$ cat src/rtl/pvz_pkg.sv
// Shared Plants vs Zombies game constants: scheduler states, lane width,
// wave limit and the LFSR setup reused by other randomised game blocks.
package pvz_pkg;

  typedef enum logic [2:0] {
    S_IDLE,
    S_SPAWN,
    S_COOLDOWN,
    S_DRAIN,
    S_OVER
  } sched_state_t;

  localparam int LANE_W   = 3;
  localparam int MAX_WAVE = 15;

  localparam logic [7:0] LFSR_SEED = 8'hA5;
  // Fibonacci feedback taps 8,6,5,4 expressed as a mask over bits [7:0].
  localparam logic [7:0] LFSR_TAPS = 8'hB8;

endpackage

$ cat src/rtl/zombie_lane_picker.sv
// Chooses the lane for the next zombie: round-robin by default, or an
// 8-bit LFSR when ZOMBIE_LFSR_LANE_EN is defined.
module zombie_lane_picker
  import pvz_pkg::*;
#(
  parameter int NUM_LANES = 5
) (
  input  logic              clk,
  input  logic              reset_n,
  input  logic              advance,
  input  logic              sample,
  output logic [LANE_W-1:0] lane
);

`ifdef ZOMBIE_LFSR_LANE_EN
  localparam logic [LANE_W-1:0] LANES = LANE_W'(NUM_LANES);

  logic [7:0]        lfsr;
  logic [LANE_W-1:0] raw;
  logic [LANE_W-1:0] folded;
  logic              unused_advance;

  assign unused_advance = advance;
  assign raw            = lfsr[2:0];
  // Out-of-range draws fold back onto the lawn instead of being re-rolled.
  assign folded         = (raw >= LANES) ? raw - LANES : raw;

  always_ff @(posedge clk or negedge reset_n) begin
    if (!reset_n) begin
      lfsr <= LFSR_SEED;
      lane <= '0;
    end else begin
      lfsr <= {lfsr[6:0], ^(lfsr & LFSR_TAPS)};
      if (sample) lane <= folded;
    end
  end
`else
  localparam logic [LANE_W-1:0] LAST_LANE = LANE_W'(NUM_LANES - 1);

  logic unused_sample;

  assign unused_sample = sample;

  always_ff @(posedge clk or negedge reset_n) begin
    if (!reset_n) begin
      lane <= '0;
    end else if (advance) begin
      lane <= (lane == LAST_LANE) ? '0 : lane + LANE_W'(1);
    end
  end
`endif

endmodule

$ cat src/rtl/zombie_wave_scheduler.sv
// Zombie wave scheduler: issues spawns, tracks live and killed zombies and
// advances waves. Define ZOMBIE_LFSR_LANE_EN for pseudo-random lane choice.
module zombie_wave_scheduler
  import pvz_pkg::*;
#(
  parameter int NUM_LANES      = 5,
  parameter int MAX_ACTIVE     = 8,
  parameter int SPAWN_INTERVAL = 60,
  parameter int WAVE_SIZE_INIT = 4
) (
  input  logic              clk,
  input  logic              reset_n,
  input  logic              start,
  input  logic              frame_tick,
  input  logic              kill,
  input  logic              breach,
  input  logic              spawn_ready,
  output logic              spawn_valid,
  output logic [LANE_W-1:0] spawn_lane,
  output logic [3:0]        active_count,
  output logic [15:0]       zombies_killed,
  output logic [3:0]        wave,
  output logic              wave_done,
  output logic              game_over
);

  localparam int               CNT_W      = $clog2(SPAWN_INTERVAL + 1);
  localparam logic [CNT_W-1:0] COOL_LOAD  = CNT_W'(SPAWN_INTERVAL);
  localparam logic [CNT_W-1:0] CNT_ONE    = CNT_W'(1);
  localparam logic [3:0]       ACTIVE_CAP = 4'(MAX_ACTIVE);
  localparam logic [3:0]       LAST_WAVE  = 4'(MAX_WAVE);
  localparam logic [7:0]       WAVE_BASE  = 8'(WAVE_SIZE_INIT);

  sched_state_t     state;
  logic [CNT_W-1:0] cooldown;
  logic [7:0]       remaining;
  logic             playing;
  logic             accept;
  logic             kill_ok;
  logic             sample;

  assign playing = (state == S_SPAWN) || (state == S_COOLDOWN) || (state == S_DRAIN);
  assign accept  = (state == S_SPAWN) && spawn_valid && spawn_ready && !breach;
  assign kill_ok = playing && kill && (active_count != 4'd0);
  // A request is raised only with room on the lawn; the lane is captured on that edge.
  assign sample  = (state == S_SPAWN) && !spawn_valid && !breach && (active_count < ACTIVE_CAP);

  always_ff @(posedge clk or negedge reset_n) begin
    if (!reset_n) begin
      state          <= S_IDLE;
      cooldown       <= '0;
      remaining      <= '0;
      spawn_valid    <= 1'b0;
      active_count   <= '0;
      zombies_killed <= '0;
      wave           <= '0;
      wave_done      <= 1'b0;
      game_over      <= 1'b0;
    end else begin
      wave_done <= 1'b0;
      // Same-cycle accept and kill cancel out in the live count.
      if (accept && !kill_ok)      active_count <= active_count + 4'd1;
      else if (kill_ok && !accept) active_count <= active_count - 4'd1;
      if (kill_ok && (zombies_killed != 16'hFFFF)) zombies_killed <= zombies_killed + 16'd1;

      if (playing && breach) begin
        state       <= S_OVER;
        spawn_valid <= 1'b0;
        game_over   <= 1'b1;
      end else begin
        case (state)
          S_IDLE, S_OVER: begin
            if (start) begin
              state          <= S_SPAWN;
              wave           <= 4'd1;
              remaining      <= WAVE_BASE;
              active_count   <= '0;
              zombies_killed <= '0;
              spawn_valid    <= 1'b0;
              game_over      <= 1'b0;
            end
          end
          S_SPAWN: begin
            if (accept) begin
              spawn_valid <= 1'b0;
              remaining   <= remaining - 8'd1;
              cooldown    <= COOL_LOAD;
              state       <= (remaining == 8'd1) ? S_DRAIN : S_COOLDOWN;
            end else if (sample) begin
              spawn_valid <= 1'b1;
            end
          end
          S_COOLDOWN: begin
            if (frame_tick) begin
              cooldown <= cooldown - CNT_ONE;
              if (cooldown <= CNT_ONE) state <= S_SPAWN;
            end
          end
          S_DRAIN: begin
            if (active_count == 4'd0) begin
              wave_done <= 1'b1;
              if (wave < LAST_WAVE) begin
                wave      <= wave + 4'd1;
                remaining <= WAVE_BASE + {4'd0, wave} + 8'd1;
                state     <= S_SPAWN;
              end else begin
                state     <= S_OVER;
                game_over <= 1'b1;
              end
            end
          end
          default: state <= S_IDLE;
        endcase
      end
    end
  end

  zombie_lane_picker #(
    .NUM_LANES(NUM_LANES)
  ) u_lane_picker (
    .clk    (clk),
    .reset_n(reset_n),
    .advance(accept),
    .sample (sample),
    .lane   (spawn_lane)
  );

endmodule

$ cat config.mk
export PLATFORM = sky130hd
export DESIGN_NAME = zombie_wave_scheduler
export DESIGN_NICKNAME = d
export VERILOG_FILES = /design/src/rtl/pvz_pkg.sv /design/src/rtl/zombie_lane_picker.sv /design/src/rtl/zombie_wave_scheduler.sv
export SDC_FILE = /design/constraint.sdc
export NUM_CORES = 1
export LEC_CHECK = 0
export BUFFER_PORTS_ARGS = -buffer_cell sky130_fd_sc_hd__buf_2
export CORE_UTILIZATION = 25
export CTS_BUF_LIST = sky130_fd_sc_hd__clkbuf_8 sky130_fd_sc_hd__clkbuf_16
export CTS_CLUSTER_DIAMETER = 150
export CTS_CLUSTER_SIZE = 24
export DETAILED_ROUTE_END_ITERATION = 12
export GPL_ROUTABILITY_DRIVEN = 0
export HOLD_SLACK_MARGIN = 0.08
export PLACE_DENSITY = 0.48
export SYNTH_ARGS = -nofsm -noshare
export SYNTH_HDL_FRONTEND = slang
export SYNTH_HIERARCHICAL = 1
export SYNTH_SLANG_ARGS = --single-unit
export TNS_END_PERCENT = 20
$ cat constraint.sdc
create_clock -name clk -period 1.7 [get_ports clk]
set_clock_uncertainty 0.05 [all_clocks]
set_input_delay 0.085 -clock clk [delete_from_list [all_inputs] [get_ports clk]]
set_output_delay 0.085 -clock clk [all_outputs]
set_load 0.02 [all_outputs]
Word-level counts from Yosys, hierarchy flattened
Cells that the tools add are included.

operators by class
  add/sub/neg operators = 9
  magnitude comparators = 3
  equality and inequality tests = 19
  muxes and demuxes = 43
  bitwise logic cells = 1
  reductions and logical operators = 33

operators by type and width
  cell                                                 number
  two-way mux 16 bit                                   4
  two-way mux 4 bit                                    8
  two-way mux 8 bit                                    4
  two-way mux 3 bit                                    8
  case mux 8 bit (3 select lines)                      1
  adder 16 x 1 -> 16 bit, second input constant        1
  inequality test 16 bit, second input constant        1
  logical AND 1 bit                                    12
  two-way mux 6 bit                                    2
  case mux 3 bit (4 select lines)                      1
  case mux 6 bit (2 select lines)                      1
  two-way mux 1 bit                                    11
  AND reduction 5 bit                                  2
  nonzero test 3 bit                                   3
  adder 4 x 1 -> 4 bit, second input constant          2
  equality test 8 x 1 -> 1 bit, second input constant  1
  less-than comparator 4 bit, second input constant    2
  case mux 4 bit (2 select lines)                      1
  AND reduction 4 bit                                  2
  subtractor 8 x 1 -> 8 bit, second input constant     1
  adder 5 x 1 -> 6 bit, second input constant          1
  equality test 3 x 2 -> 1 bit, second input constant  2
  equality test 3 bit, second input constant           2
  <= comparator 6 x 1 -> 1 bit, second input constant  1
  22 further kinds                                     34

storage, ports and cells
  register bits = 47
  bits of input ports = 7
  output and inout bits = 30
  logic and storage cells = 118

Longest topological paths before layout
  depth after elaboration = 11
  mapped depth = 8

By module
Netlist, hierarchy kept.

by module, submodules not included
  module                 instances  cells an instance  area each (um^2)  seq. area each (um^2)
  zombie_wave_scheduler  1          273                2610.0            1101.1
  zombie_lane_picker     1          16                 161.4             75.1

Worst setup path before layout
No wires, ideal clock.

  kind = register -> register
  start point = register active_count[0]
  end point = register state[0]
  arrival = 1809 ps
  data required time = 1524 ps
  setup slack = -285 ps
  cell stages (with the launch flop) = 8
  clock period less this slack = 1985 ps
  cell sequence = dfrtp_1 inv_1 ha_1 or3b_1 buf_2 nand2_1 o311ai_1 o311a_1

between the ends
  cells in the longest elaborated chain, start to end = 3

RTL lines
  item                                             RTL line                      source
  start: declaration                               zombie_wave_scheduler.sv:20   output logic [3:0] active_count,
  start signal: assignment                         zombie_wave_scheduler.sv:62   if (accept && !kill_ok) active_count <= active_count + 4'd1;
  start signal: assignment                         zombie_wave_scheduler.sv:63   else if (kill_ok && !accept) active_count <= active_count - 4'd1;
  zero test 4 bit                                  zombie_wave_scheduler.sv:100  if (active_count == 4'd0) begin
  inequality test 3 x 1 -> 1 bit (no source line)  --
  AND reduction 5 bit (no source line)             --
  end signal: assignment                           zombie_wave_scheduler.sv:88   state <= (remaining == 8'd1) ? S_DRAIN : S_COOLDOWN;
  end: declaration                                 zombie_wave_scheduler.sv:34   sched_state_t state;

No other way between the ends.
A chain may end at the register's enable or synchronous reset.

Worst setup path after layout
  start point = register cooldown[3]
  end point = register state[0]

between the ends
  cells in the longest elaborated chain, start to end = 3

RTL lines
  item                                             RTL line                     source
  start: declaration                               zombie_wave_scheduler.sv:35  logic [CNT_W-1:0] cooldown;
  start signal: assignment                         zombie_wave_scheduler.sv:95  cooldown <= cooldown - CNT_ONE;
  <= comparator 6 x 1 -> 1 bit                     zombie_wave_scheduler.sv:96  if (cooldown <= CNT_ONE) state <= S_SPAWN;
  inequality test 3 x 1 -> 1 bit (no source line)  --
  AND reduction 5 bit (no source line)             --

No other way between the ends.

==> impl_metrics.py <==
metrics = {
    "pwr": {
        "peakVddDrop_v": 0.000509,
        "power.density_nw_per_um2": 1240,
        "p_total_mw": 5.01,
        "leakage_nw": 1.80,
    },
    "floorplan": {
        "dieArea_sq_um": 11500,
        "pin_count": 37,
        "num_rows": 38,
        "die_h_um": 107,
        "die_w_um": 107,
        "fp.coreArea_sq_um": 10800,
        "start_util_pct": 25.6,
    },
    "clocking": {
        "cts_buffers": 5,
        "clk_pin_slew_worst_paths_ns": 0.10,
        "clock-sinks": 47,
        "cts_root_buf": "clkbuf_8",
        "clk-insertion-delay-late_ns": 0.30,
        "cts_tree": "built",
        "htreeDepth": 2,
        "cts_buffer_depth": 2,
    },
    "timing": {
        "hold_slack_ns": 0.0868,
        "slew_headroom_pct": 75.8,
        "fmax_ghz": 0.540,
        "hold_viol": 0,
        "fin_crit_sh_pct": 109,
        "setup_ws_ns": -0.153,
        "worst_pin_slew_ns": 0.361,
        "grt_setup_unrepaired": "true",
        "drv_slew": 0,
        "setup_violations": 32,
        "setup_tns_ns": -1.66,
        "fin_crit_ns": 1.85,
    },
    "final_layout": {
        "synthToLayoutAreaGrowth_pct": 45.4,
        "num_antenna_cells": 0,
        "fin_nets": 419,
        "fillers": 1114,
        "drive_gt1_share_pct": 43.2,
    },
    "global_route": {
        "grt_max_degree": 30,
        "overflow": 0,
        "grt_pass1_vias": 2575,
        "grt_pass1_wl_um": 12500,
        "grtUsageTotal_pct": 13.7,
        "antenna_found_initial": 0,
    },
    "placement": {
        "dp_hpwl_um": 5610,
        "io_buffers": 36,
    },
    "critical_path": {
        "startpoint_type": "register",
        "regToRegEndpoint": "state[0]",
        "r2r_start": "cooldown[3]",
        "crit_type": "reg -> reg",
        "crit_fanout": 3,
        "cp-end-kind": "register",
        "r2r_slack_ns": -0.15,
        "arrival_ns": 2.05,
        "required_ns": 1.89,
        "r2r_cells": 5,
    },
    "route": {
        "dr.max_layer_used": "met4",
        "viasPerCell": 4.72,
        "num_vias": 2561,
        "drc": 1,
        "ant_nets": 0,
        "wl_met2_um": 3750,
        "drt-wirelength-per-cell_um": 14.0,
        "first_pass_iters": 8,
        "dr_wl_met3_um": 240,
        "wl_met1_um": 3540,
        "drt-initial-drc-count": 152,
        "drt_wl_total_um": 7600,
    },
    "hold_path": {
        "min_path_type": "in -> reg",
        "hold_path_depth": 3,
        "hold_end": "cooldown[1]",
        "min_from": "frame_tick",
    },
    "yosys": {
        "synth_cell_types": 63,
        "yosys_register_bits": 47,
        "synth-main-ff-cell": "dfrtp_1",
        "synthesis.nets": 306,
        "synth_warnings": 6,
        "synthCells": 289,
        "synth_edf_count": 0,
        "avgSynthCellArea_sq_um": 9.59,
        "syn-cell-area_sq_um": 2770,
        "seq_area_frac_synth_pct": 42.4,
        "synthArstFlopShare_pct": 100,
    },
    "outcome": {
        "violations": "design-rule violations, negative setup slack",
        "status": "finished with violations",
    },
    "run": {
        "drv_cap": 0,
    },
}
[how the worst max path moves through the flow]
stage           startpoint               to  cells past startpoint
3_3_place_gp      state[2]  active_count[1]                      7
5_1_grt        cooldown[3]         state[0]                      5
3_5_place_dp      state[2]  active_count[2]                      7
4_1_cts           state[2]  active_count[2]                      7
2_1_floorplan     state[2]  active_count[1]                      7
6_report       cooldown[3]         state[0]                      5
[per-layer routing]
metal  vias to the layer above  GRT usage, %
met2                        40          23.2
met1                      1240          17.8
met4                         0          2.94
li1                       1275             -
met5                         -             0
met3                         6          2.85
[layout make-up]
class                      count  area, sq um  area share (%)
multi-input combinational    223         1730            43.0
sequential                    47         1180            29.3
timing repair buffer         114          807            20.0
tap                          140          175            4.35
clock buffer                   5         68.8            1.71
inverter                      11         53.8            1.34
clock inverter                 3         12.5           0.311
[power by group]
| group | internal [mW] | switching (mW) |
|---|---|---|
| Sequential | 1.39 | 0.238 |
| Clock | 0.278 | 0.388 |
| Combinational | 1.32 | 1.40 |
[repair_timing]
item,4_1_cts,5_1_grt
endpoints found under the hold margin,47,0
endpoints found under the setup margin,39,43
pin swaps,12,14
setup buffers,3,8
resized for setup,28,17
hold buffers,1,0
[logic make-up (layout without fill, tap and decap cells)]
family                     Yosys count  in the layout  share of synthesized area, %
AOI/OAI and AO/OA                   55             55                          14.0
xor gates and xnor gates            20             20                          6.32
adders and majority gates           10             10                          4.51
buffers and inverters               19            133                          3.61
DFF                                 47             47                          42.4
muxes                                3              3                          1.08
and+or+nand+nor                    135            135                          28.1
[Yosys cell counts, drive strengths merged, types with 5 or more instances]
cell type  number  area share [%]
o22ai           5             1.1
xnor2          15             4.7
nand2b          5             1.1
dfrtp          47              42
nor3           12             2.2
nor3b           5             1.5
nand3          15             2.9
xor2            5             1.6
nand2          31             4.5
o21ai          15             2.7
buf             6             1.4
ha             10             4.5
or3             5             1.1
nand4           6             1.8
nor2           27             3.7
nor4            8             2.3
a21oi           6             1.2
inv            10             1.4
[per-stage QoR]
stage | utilization [%] | instance area, sq um | std cells | worst slack [ns]
5_1_grt | 37.2 | 4030 | 543 | -0.208
3_5_place_dp | 33.8 | 3670 | 524 | -0.199
3_3_place_gp | 33.8 | 3670 | 524 | -0.191
4_1_cts | 36.0 | 3900 | 536 | -0.149
6_report | 37.2 | 4030 | 543 | -0.153
2_1_floorplan | - | 2850 | 289 | -0.109
[layout by cell type, fill, tap and decap left out, types with 4 or more instances in the layout]
cell type and instances:
nor3_1 7, nor2_4 4, ha_1 9, clkbuf_8 5, nand4_1 4, dfrtp_2 4, a21oi_1 4, nand2_1 29
o21ai_1 10, nor2_1 21, buf_6 7, buf_2 36, buf_4 69, inv_1 9, dfrtp_1 43, nand3_1 14
xor2_1 5, nand2b_1 5, nor3_2 5, o21ai_0 4, nor4_2 6, or3_1 4, xnor2_1 15
[state kept, by name (all words and copies together), names as in the netlist]
| signal | flops |
|---|---|
| state | 3 |
| zombies_killed | 16 |
| spawn_valid | 1 |
| game_over | 1 |
| u_lane_picker/lane | 3 |
| wave_done | 1 |
| wave | 4 |
| active_count | 4 |
| cooldown | 6 |
| remaining | 8 |
[worst max-delay path, stage by stage (launching register included)]
cell and delay (ns):
dfrtp_1 0.40, or4b_4 0.56, o31ai_4 0.24, o311ai_4 0.16, o221ai_1 0.20, o311a_1 0.19
Power figures use the tool's default switching activity.
